==> config.mk <==
export PLATFORM = sky130hd
export DESIGN_NAME = adc_fifo_reader
export DESIGN_NICKNAME = d
export VERILOG_FILES = /design/src/rtl/adc_fifo_reader.sv
export SDC_FILE = /design/constraint.sdc
export NUM_CORES = 1
export LEC_CHECK = 0
export ABC_AREA = 1
export CORE_ASPECT_RATIO = 2
export CORE_MARGIN = 2
export CORE_UTILIZATION = 57
export CTS_CLUSTER_SIZE = 20
export DETAILED_ROUTE_END_ITERATION = 6
export DONT_BUFFER_PORTS = 1
export PLACE_DENSITY = 0.79
export SLEW_MARGIN = 20
export SYNTH_ARGS = -nofsm -noshare
export SYNTH_HDL_FRONTEND = slang
export SYNTH_SLANG_ARGS = --single-unit
==> constraint.sdc <==
create_clock -name clk -period 2.07 [get_ports clk]
set_clock_uncertainty 0.15 [all_clocks]
set_input_delay 0.207 -clock clk [delete_from_list [all_inputs] [get_ports clk]]
set_output_delay 0.207 -clock clk [all_outputs]
set_load 0.005 [all_outputs]
==> src/rtl/adc_fifo_reader.sv <==
// adc_fifo_reader: drains the 8-bit read side of the ADC capture FIFO and
// forwards whole samples (high byte, then low byte) to the host-link byte
// transmitter. Framing: high byte has bit 7 set, low byte has bit 7 clear.
// Misframed bytes are dropped and counted, so a split sample never reaches
// the host.
module adc_fifo_reader #(
  parameter int CNT_WIDTH = 16
) (
  input  logic                 clk,
  input  logic                 reset_n,
  input  logic                 start_i,
  input  logic                 abort_i,
  input  logic [CNT_WIDTH-1:0] num_samples_i,
  input  logic                 fifo_empty_i,
  input  logic [7:0]           fifo_dout_i,
  output logic                 fifo_rd_en_o,
  output logic [7:0]           tx_data_o,
  output logic                 tx_valid_o,
  input  logic                 tx_ready_i,
  output logic                 busy_o,
  output logic                 done_o,
  output logic [7:0]           sync_err_cnt_o,
  output logic [CNT_WIDTH-1:0] samples_sent_o
);

  typedef enum logic [2:0] {
    IDLE    = 3'd0,
    REQ     = 3'd1,
    CAPTURE = 3'd2,
    SEND_HI = 3'd3,
    SEND_LO = 3'd4
  } state_t;

  localparam logic [CNT_WIDTH-1:0] CNT_ONE = CNT_WIDTH'(1);

  state_t               state;
  state_t               state_nxt;
  logic                 phase_lo;
  logic                 phase_lo_nxt;
  logic [CNT_WIDTH-1:0] num_q;
  logic [7:0]           hi_reg;
  logic [7:0]           lo_reg;

  logic                 clr_cnt;
  logic                 latch_num;
  logic                 ld_hi;
  logic                 ld_lo;
  logic                 err_inc;
  logic                 sent_inc;
  logic [CNT_WIDTH-1:0] sent_next;

  // Saturating increment for the framing-error counter.
  function automatic logic [7:0] sat_inc8(input logic [7:0] v);
    return (&v) ? v : v + 8'd1;
  endfunction

  // Saturating increment for the sample counter.
  function automatic logic [CNT_WIDTH-1:0] sat_inc_cnt(input logic [CNT_WIDTH-1:0] v);
    return (&v) ? v : v + CNT_ONE;
  endfunction

  assign busy_o    = (state != IDLE);
  assign sent_next = sat_inc_cnt(samples_sent_o);

  // Next-state and per-cycle control decode; abort wins in every busy state.
  always_comb begin
    state_nxt    = state;
    phase_lo_nxt = phase_lo;
    clr_cnt      = 1'b0;
    latch_num    = 1'b0;
    ld_hi        = 1'b0;
    ld_lo        = 1'b0;
    err_inc      = 1'b0;
    sent_inc     = 1'b0;
    case (state)
      IDLE: begin
        if (start_i) begin
          clr_cnt      = 1'b1;
          latch_num    = 1'b1;
          phase_lo_nxt = 1'b0;
          state_nxt    = REQ;
        end
      end
      REQ: begin
        if (abort_i) begin
          state_nxt = IDLE;
        end else if (fifo_rd_en_o) begin
          state_nxt = CAPTURE;
        end else if (fifo_empty_i && (num_q == '0) && !phase_lo) begin
          // Drain mode ends only on a sample boundary.
          state_nxt = IDLE;
        end
      end
      CAPTURE: begin
        if (abort_i) begin
          state_nxt = IDLE;
        end else if (!phase_lo) begin
          if (fifo_dout_i[7]) begin
            ld_hi        = 1'b1;
            phase_lo_nxt = 1'b1;
          end else begin
            err_inc = 1'b1;
          end
          state_nxt = REQ;
        end else if (!fifo_dout_i[7]) begin
          ld_lo     = 1'b1;
          state_nxt = SEND_HI;
        end else begin
          // A second high byte restarts the sample; the stale one is dropped.
          err_inc   = 1'b1;
          ld_hi     = 1'b1;
          state_nxt = REQ;
        end
      end
      SEND_HI: begin
        if (abort_i) begin
          state_nxt = IDLE;
        end else if (tx_ready_i) begin
          state_nxt = SEND_LO;
        end
      end
      SEND_LO: begin
        if (abort_i) begin
          state_nxt = IDLE;
        end else if (tx_ready_i) begin
          sent_inc     = 1'b1;
          phase_lo_nxt = 1'b0;
          if ((num_q != '0) && (sent_next == num_q)) begin
            state_nxt = IDLE;
          end else begin
            state_nxt = REQ;
          end
        end
      end
      default: begin
        state_nxt = IDLE;
      end
    endcase
  end

  // State, registered outputs and counters. The read strobe is decided one
  // cycle ahead from the empty flag: only this block reads the FIFO, and the
  // previous read is always at least two cycles old, so a clear empty flag
  // cannot become set before the strobe lands.
  always_ff @(posedge clk or negedge reset_n) begin
    if (!reset_n) begin
      state          <= IDLE;
      phase_lo       <= 1'b0;
      fifo_rd_en_o   <= 1'b0;
      tx_valid_o     <= 1'b0;
      tx_data_o      <= 8'd0;
      done_o         <= 1'b0;
      sync_err_cnt_o <= 8'd0;
      samples_sent_o <= '0;
    end else begin
      state        <= state_nxt;
      phase_lo     <= phase_lo_nxt;
      fifo_rd_en_o <= (state_nxt == REQ) && !fifo_empty_i;
      tx_valid_o   <= (state_nxt == SEND_HI) || (state_nxt == SEND_LO);
      done_o       <= (state != IDLE) && (state_nxt == IDLE);
      if (state_nxt == SEND_HI) begin
        tx_data_o <= hi_reg;
      end else if (state_nxt == SEND_LO) begin
        tx_data_o <= lo_reg;
      end
      if (clr_cnt) begin
        sync_err_cnt_o <= 8'd0;
        samples_sent_o <= '0;
      end else begin
        if (err_inc) begin
          sync_err_cnt_o <= sat_inc8(sync_err_cnt_o);
        end
        if (sent_inc) begin
          samples_sent_o <= sent_next;
        end
      end
    end
  end

  // Sample bytes and the latched request length; pure data, no reset needed.
  always_ff @(posedge clk) begin
    if (latch_num) begin
      num_q <= num_samples_i;
    end
    if (ld_hi) begin
      hi_reg <= fifo_dout_i;
    end
    if (ld_lo) begin
      lo_reg <= fifo_dout_i;
    end
  end

endmodule

Word level (Yosys, flattened, before mapping)
Index checks and enable logic that the tools add are counted.

operators by class
  equal/unequal tests = 13
  reduce and logical (&&, ||, !) cells = 21
  mux-type cells = 42
  $add $sub $neg = 2

operator list
  operator                                                         count
  16-bit two-way mux                                               3
  8-bit two-way mux                                                5
  3-bit two-way mux                                                8
  1-bit two-way mux                                                21
  16-bit by 1-bit adder with 16-bit output, second input constant  1
  16-bit == test                                                   1
  16-bit zero test                                                 1
  16-bit AND reduction                                             1
  16-bit nonzero test                                              1
  3-bit case mux with 5 select lines                               1
  2-bit inequality test, second input constant                     5
  3-bit by 2-bit == test with 1-bit output, second input constant  3
  8-bit by 1-bit adder with 8-bit output, second input constant    1
  8-bit AND reduction                                              1
  3-bit by 1-bit == test with 1-bit output, second input constant  2
  3-bit == test, second input constant                             2
  3-bit zero test                                                  2
  2-bit two-way mux                                                3
  2-bit nonzero test                                               3
  3-bit nonzero test                                               2
  1-bit logical AND                                                5
  5-bit AND reduction                                              1
  1-bit case mux with 3 select lines                               1
  1-bit zero test                                                  2
  2 further kinds                                                  2

word-level totals
  bits of input ports = 30
  output and inout port bits = 36
  word-level logic and storage cells = 89
  register bits = 71

Depth between registers and ports, before layout
  word-level depth = 11
  gate-level depth with buffers = 16
  depth with buffers taken out = 16

Least setup slack after synthesis
No wires, ideal clock.

  path type = flip-flop to flip-flop
  from = register samples_sent_o[0]
  to = register done_o
  stages on the path, launching flop included = 15
  setup time = 0.069 ns
  data required time = 1.851 ns
  setup slack = 0.077 ns
  arrival time = 1.774 ns
  cell sequence = dfrtp_1 -> ha_1 -> nand3_2 -> nor2_2 -> nand2_2 -> buf_6 -> nand3_2 -> nand2_1 -> nor2_1 -> nand3_1 -> nor2_1 -> nand2_1 -> nand2_2 -> nand3_2 -> nor2_2

between the ends
  cells in the longest elaborated chain, start to end = 10

ends and longest elaborated chain
  element                                                                           RTL line  source
  start, declared                                                                   23        output logic [CNT_WIDTH-1:0] samples_sent_o
  start signal, assigned                                                            174       samples_sent_o <= sent_next;
  16-bit by 1-bit adder with 16-bit output or 16-bit AND reduction (tied branches)  59        return (&v) ? v : v + CNT_ONE;
  16-bit two-way mux *                                                              59
  16-bit == test *                                                                  128       if ((num_q != '0) && (sent_next == num_q)) begin
  1-bit logical AND *                                                               128
  1-bit two-way mux *                                                               128
  3-bit two-way mux *                                                               125       end else if (tx_ready_i) begin
  3-bit two-way mux *                                                               123       if (abort_i) begin
  3-bit case mux with 5 select lines *                                              75        case (state)
  3-bit zero test *                                                                 160       done_o <= (state != IDLE) && (state_nxt == IDLE);
  1-bit logical AND *                                                               160
  end signal, assigned                                                              160
  end, declared                                                                     21        output logic done_o,

Every way passes the cells marked *; elsewhere a longest branch is shown, timed or not.
A chain may end at the register's enable or synchronous reset.

Worst setup path in the final report
  from = register samples_sent_o[1]
  to = register done_o

Same word-level chain as after synthesis.

==> flow_metrics.env <==
export IMPL_clockRootBuffer="clkbuf_16"
export IMPL_r2r_slack_ps=-160
export IMPL_synth_area_leaders="dfrtp_1 (27%), edfxtp_1 (26%), nand2_1 (13%)"
export IMPL_groute_layer_met3_usage_pct=8.60
export IMPL_register_area_um2=1940
export IMPL_max_cap_viol_count=0
export IMPL_port_buffers=0
export IMPL_fin_util_pct=79.0
export IMPL_first_iter_violations=249
export IMPL_reg_largest_list="num_q (16), samples_sent_o (16)"
export IMPL_hpwl_um=7020
export IMPL_synth_area_um2=3660
export IMPL_cts_sinks=71
export IMPL_synth_seq_cells=71
export IMPL_clk_path_buf_depth=2
export IMPL_cts_max_level=3
export IMPL_overflow=0
export IMPL_final_cells=623
export IMPL_antenna_found_initial=0
export IMPL_cts_clk_slew_worst_paths_ps=50
export IMPL_multi_input_area_um2=1610
export IMPL_routedWlPerCell_um=16.5
export IMPL_cts_tree="yes"
export IMPL_max_stage_delay_ps=390
export IMPL_rsz0062_at_grt="true"
export IMPL_hold_class="in -> reg"
export IMPL_crit_type="reg -> reg"
export IMPL_max_freq_ghz=0.449
export IMPL_core_area_um2=6260
export IMPL_irDropWorstVdd_mv=0.962
export IMPL_fp_dieArea_um2=7130
export IMPL_place_gp_congestion=0.941
export IMPL_worst_pin_slew_ps=525
export IMPL_syn2layout_area_growth_pct=34.9
export IMPL_setup_violations_final=3
export IMPL_drt_total_wl_um=10300
export IMPL_start_util_pct=58.6
export IMPL_first_pass_iters=5
export IMPL_chipWidth_um=60.7
export IMPL_synth_area_per_cell_um2=8.27
export IMPL_synth_edf_count=32
export IMPL_synth_largest_area_cell="dfrtp_1"
export IMPL_cts_buffers_inserted=9
export IMPL_grt_pass1_wl_um=16200
export IMPL_finalCriticalPeriod_ps=2230
export IMPL_async_reset_ff_share_pct=54.9
export IMPL_synthCells=443
export IMPL_slew_viol_final=0
export IMPL_antenna_left=0
export IMPL_slowest_stage="dfrtp_1"
export IMPL_cp_arrival_ps=2350
export IMPL_dp_slack_ps=-243
export IMPL_cp_cell_sequence="ha_4 -> nand3_4 -> buf_6 -> nor2_4 -> nand3_2 -> nand2_2 -> nand3_2 -> nand2_2 -> nand2_2 -> nor2_2 -> nand3_2 -> nor2_1 -> nand2_1 -> nand2_2 -> nand3_2 -> nor2_2"
export IMPL_violations="setup timing"
export IMPL_clkLatencyLatePin_ps=340
export IMPL_layout_nets=566
export IMPL_drive_gt1_share_pct=23.3
export IMPL_fin_ws_ps=-156
export IMPL_end_kind="flip-flop"
export IMPL_synth_ff_type="dfrtp_1"
export IMPL_ys_seq_area_share_pct=52.9
export IMPL_ios=66
export IMPL_dp_cells=573
export IMPL_outcome="complete, but fails checks"
export IMPL_die_h_um=117
export IMPL_start_kind="flip-flop"
export IMPL_track_usage_pct=31.1
export IMPL_synthTopCellsByCount="nand2_1 (123), inv_1 (74), nor2_1 (45)"
export IMPL_yosysTopAreaCellShare_pct=26.6
export IMPL_ys_types=29
export IMPL_hold_violations=0
export IMPL_cp_required_ps=2190
export IMPL_period_share_pct=108
export IMPL_grt_use_met2_pct=52.2
export IMPL_insertedDiodeCount=0
export IMPL_rows=41
export IMPL_post_dp_cell_area_um2=4120
export IMPL_ys_warnings_count=0
export IMPL_grt_busiest_layer="met2"
export IMPL_fillers=415
export IMPL_viasPerCell=5.50
export IMPL_use_met1_pct=29.5
export IMPL_stdcell_area_um2=4940
export IMPL_leakagePower_uw=0.00235
export IMPL_maxSlewHeadroom_pct=64.9
export IMPL_grt_max_degree=40
export IMPL_synth_nets=477
export IMPL_p_per_area_nw_per_um2=804
export IMPL_grt_pass1_vias=3635
export IMPL_post_route_drc_count=0
export IMPL_yosysMostFrequentCell="nand2_1"
export IMPL_critPathMaxFanout=3
export IMPL_whs_ps=31.6
export IMPL_dr_total_vias=3426
cell families (layout without fill, tap and decap cells):
group | count (synthesis) | after routing | share of synthesized area, %
and+or+nand+nor | 232 | 232 | 27.8
buffers and inverters | 79 | 173 | 8.33
DFF | 71 | 71 | 52.9
AOI/OAI and AO/OA | 52 | 52 | 8.23
xor gates and xnor gates | 5 | 5 | 1.40
adders and majority gates | 4 | 4 | 1.37
cell type report:
type	instances	area share, %
Inverter	75	5.69
Tap cell	86	2.18
Sequential cell	71	39.2
Timing Repair Buffer	82	14.7
Clock inverter	4	0.962
Clock buffer	12	4.78
Multi-Input combinational cell	293	32.5
worst paths after layout:
path	start	end	cells after the start
setup / recovery	samples_sent_o[1]	done_o	16
hold reg to reg	lo_reg[2]	tx_data_o[2]	2
setup reg to reg	samples_sent_o[1]	done_o	16
max in group asynchronous	reset_n	tx_data_o[3]	2
hold / removal	abort_i	phase_lo	3
min in group asynchronous	reset_n	tx_data_o[5]	2
metrics by stage:
stage	TNS (ps)	total power [uW]
floorplan	0	2190
global placement	-345	2370
detailed placement	-658	2380
CTS	-315	3940
global route	-795	4130
finish	-388	3980
per-layer routing:
layer  up-vias  part of all wire [%]
met5         -                     0
met3        59                   5.2
li1       1615                     -
met1      1610                    32
met4         0                   7.1
met2       142                    55
critical path, delay by kind of cell (launching register included):
family / cells / cell delay (ps)
fa+ha+maj: 1 / 190
buf+inv: 1 / 140
flops: 1 / 390
simple gates: 14 / 1280
repair_timing:
| action | 4_1_cts | 5_1_grt |
|---|---|---|
| hold buffers | 29 | 0 |
| setup endpoints to repair | 3 | 13 |
| endpoints found under the hold margin | 73 | 0 |
| resized for setup | 25 | 32 |
| setup buffers | 4 | 1 |
| pin swaps | 13 | 16 |
cells in the final DEF (no fill, tap or decap), types with 2 or more instances in the layout:
cell	instances
nand3_1	20
nand2_4	5
o21ai_0	14
dfrtp_2	2
a31oi_1	8
inv_1	73
dfrtp_1	37
nand3_4	2
dlygate4sd3_1	28
nand3_2	10
a21oi_1	9
o21ai_1	3
a211oi_1	4
nor2_4	8
buf_4	48
clkbuf_16	9
clkbuf_1	3
nor2_2	12
clkinv_2	2
buf_12	2
xor2_1	4
edfxtp_1	32
a21oi_2	2
o22ai_1	9
ha_1	3
nor3_1	6
buf_6	4
nand2_1	110
nand2_2	14
nand4_1	8
nor2_1	35
power breakdown:
part           internal [uW]  total, uW  switching (uW)
clock network            928       1480             553
registers               1680       1830             155
logic                    256        661             405
No activity file was read; power rests on OpenSTA's default activity.
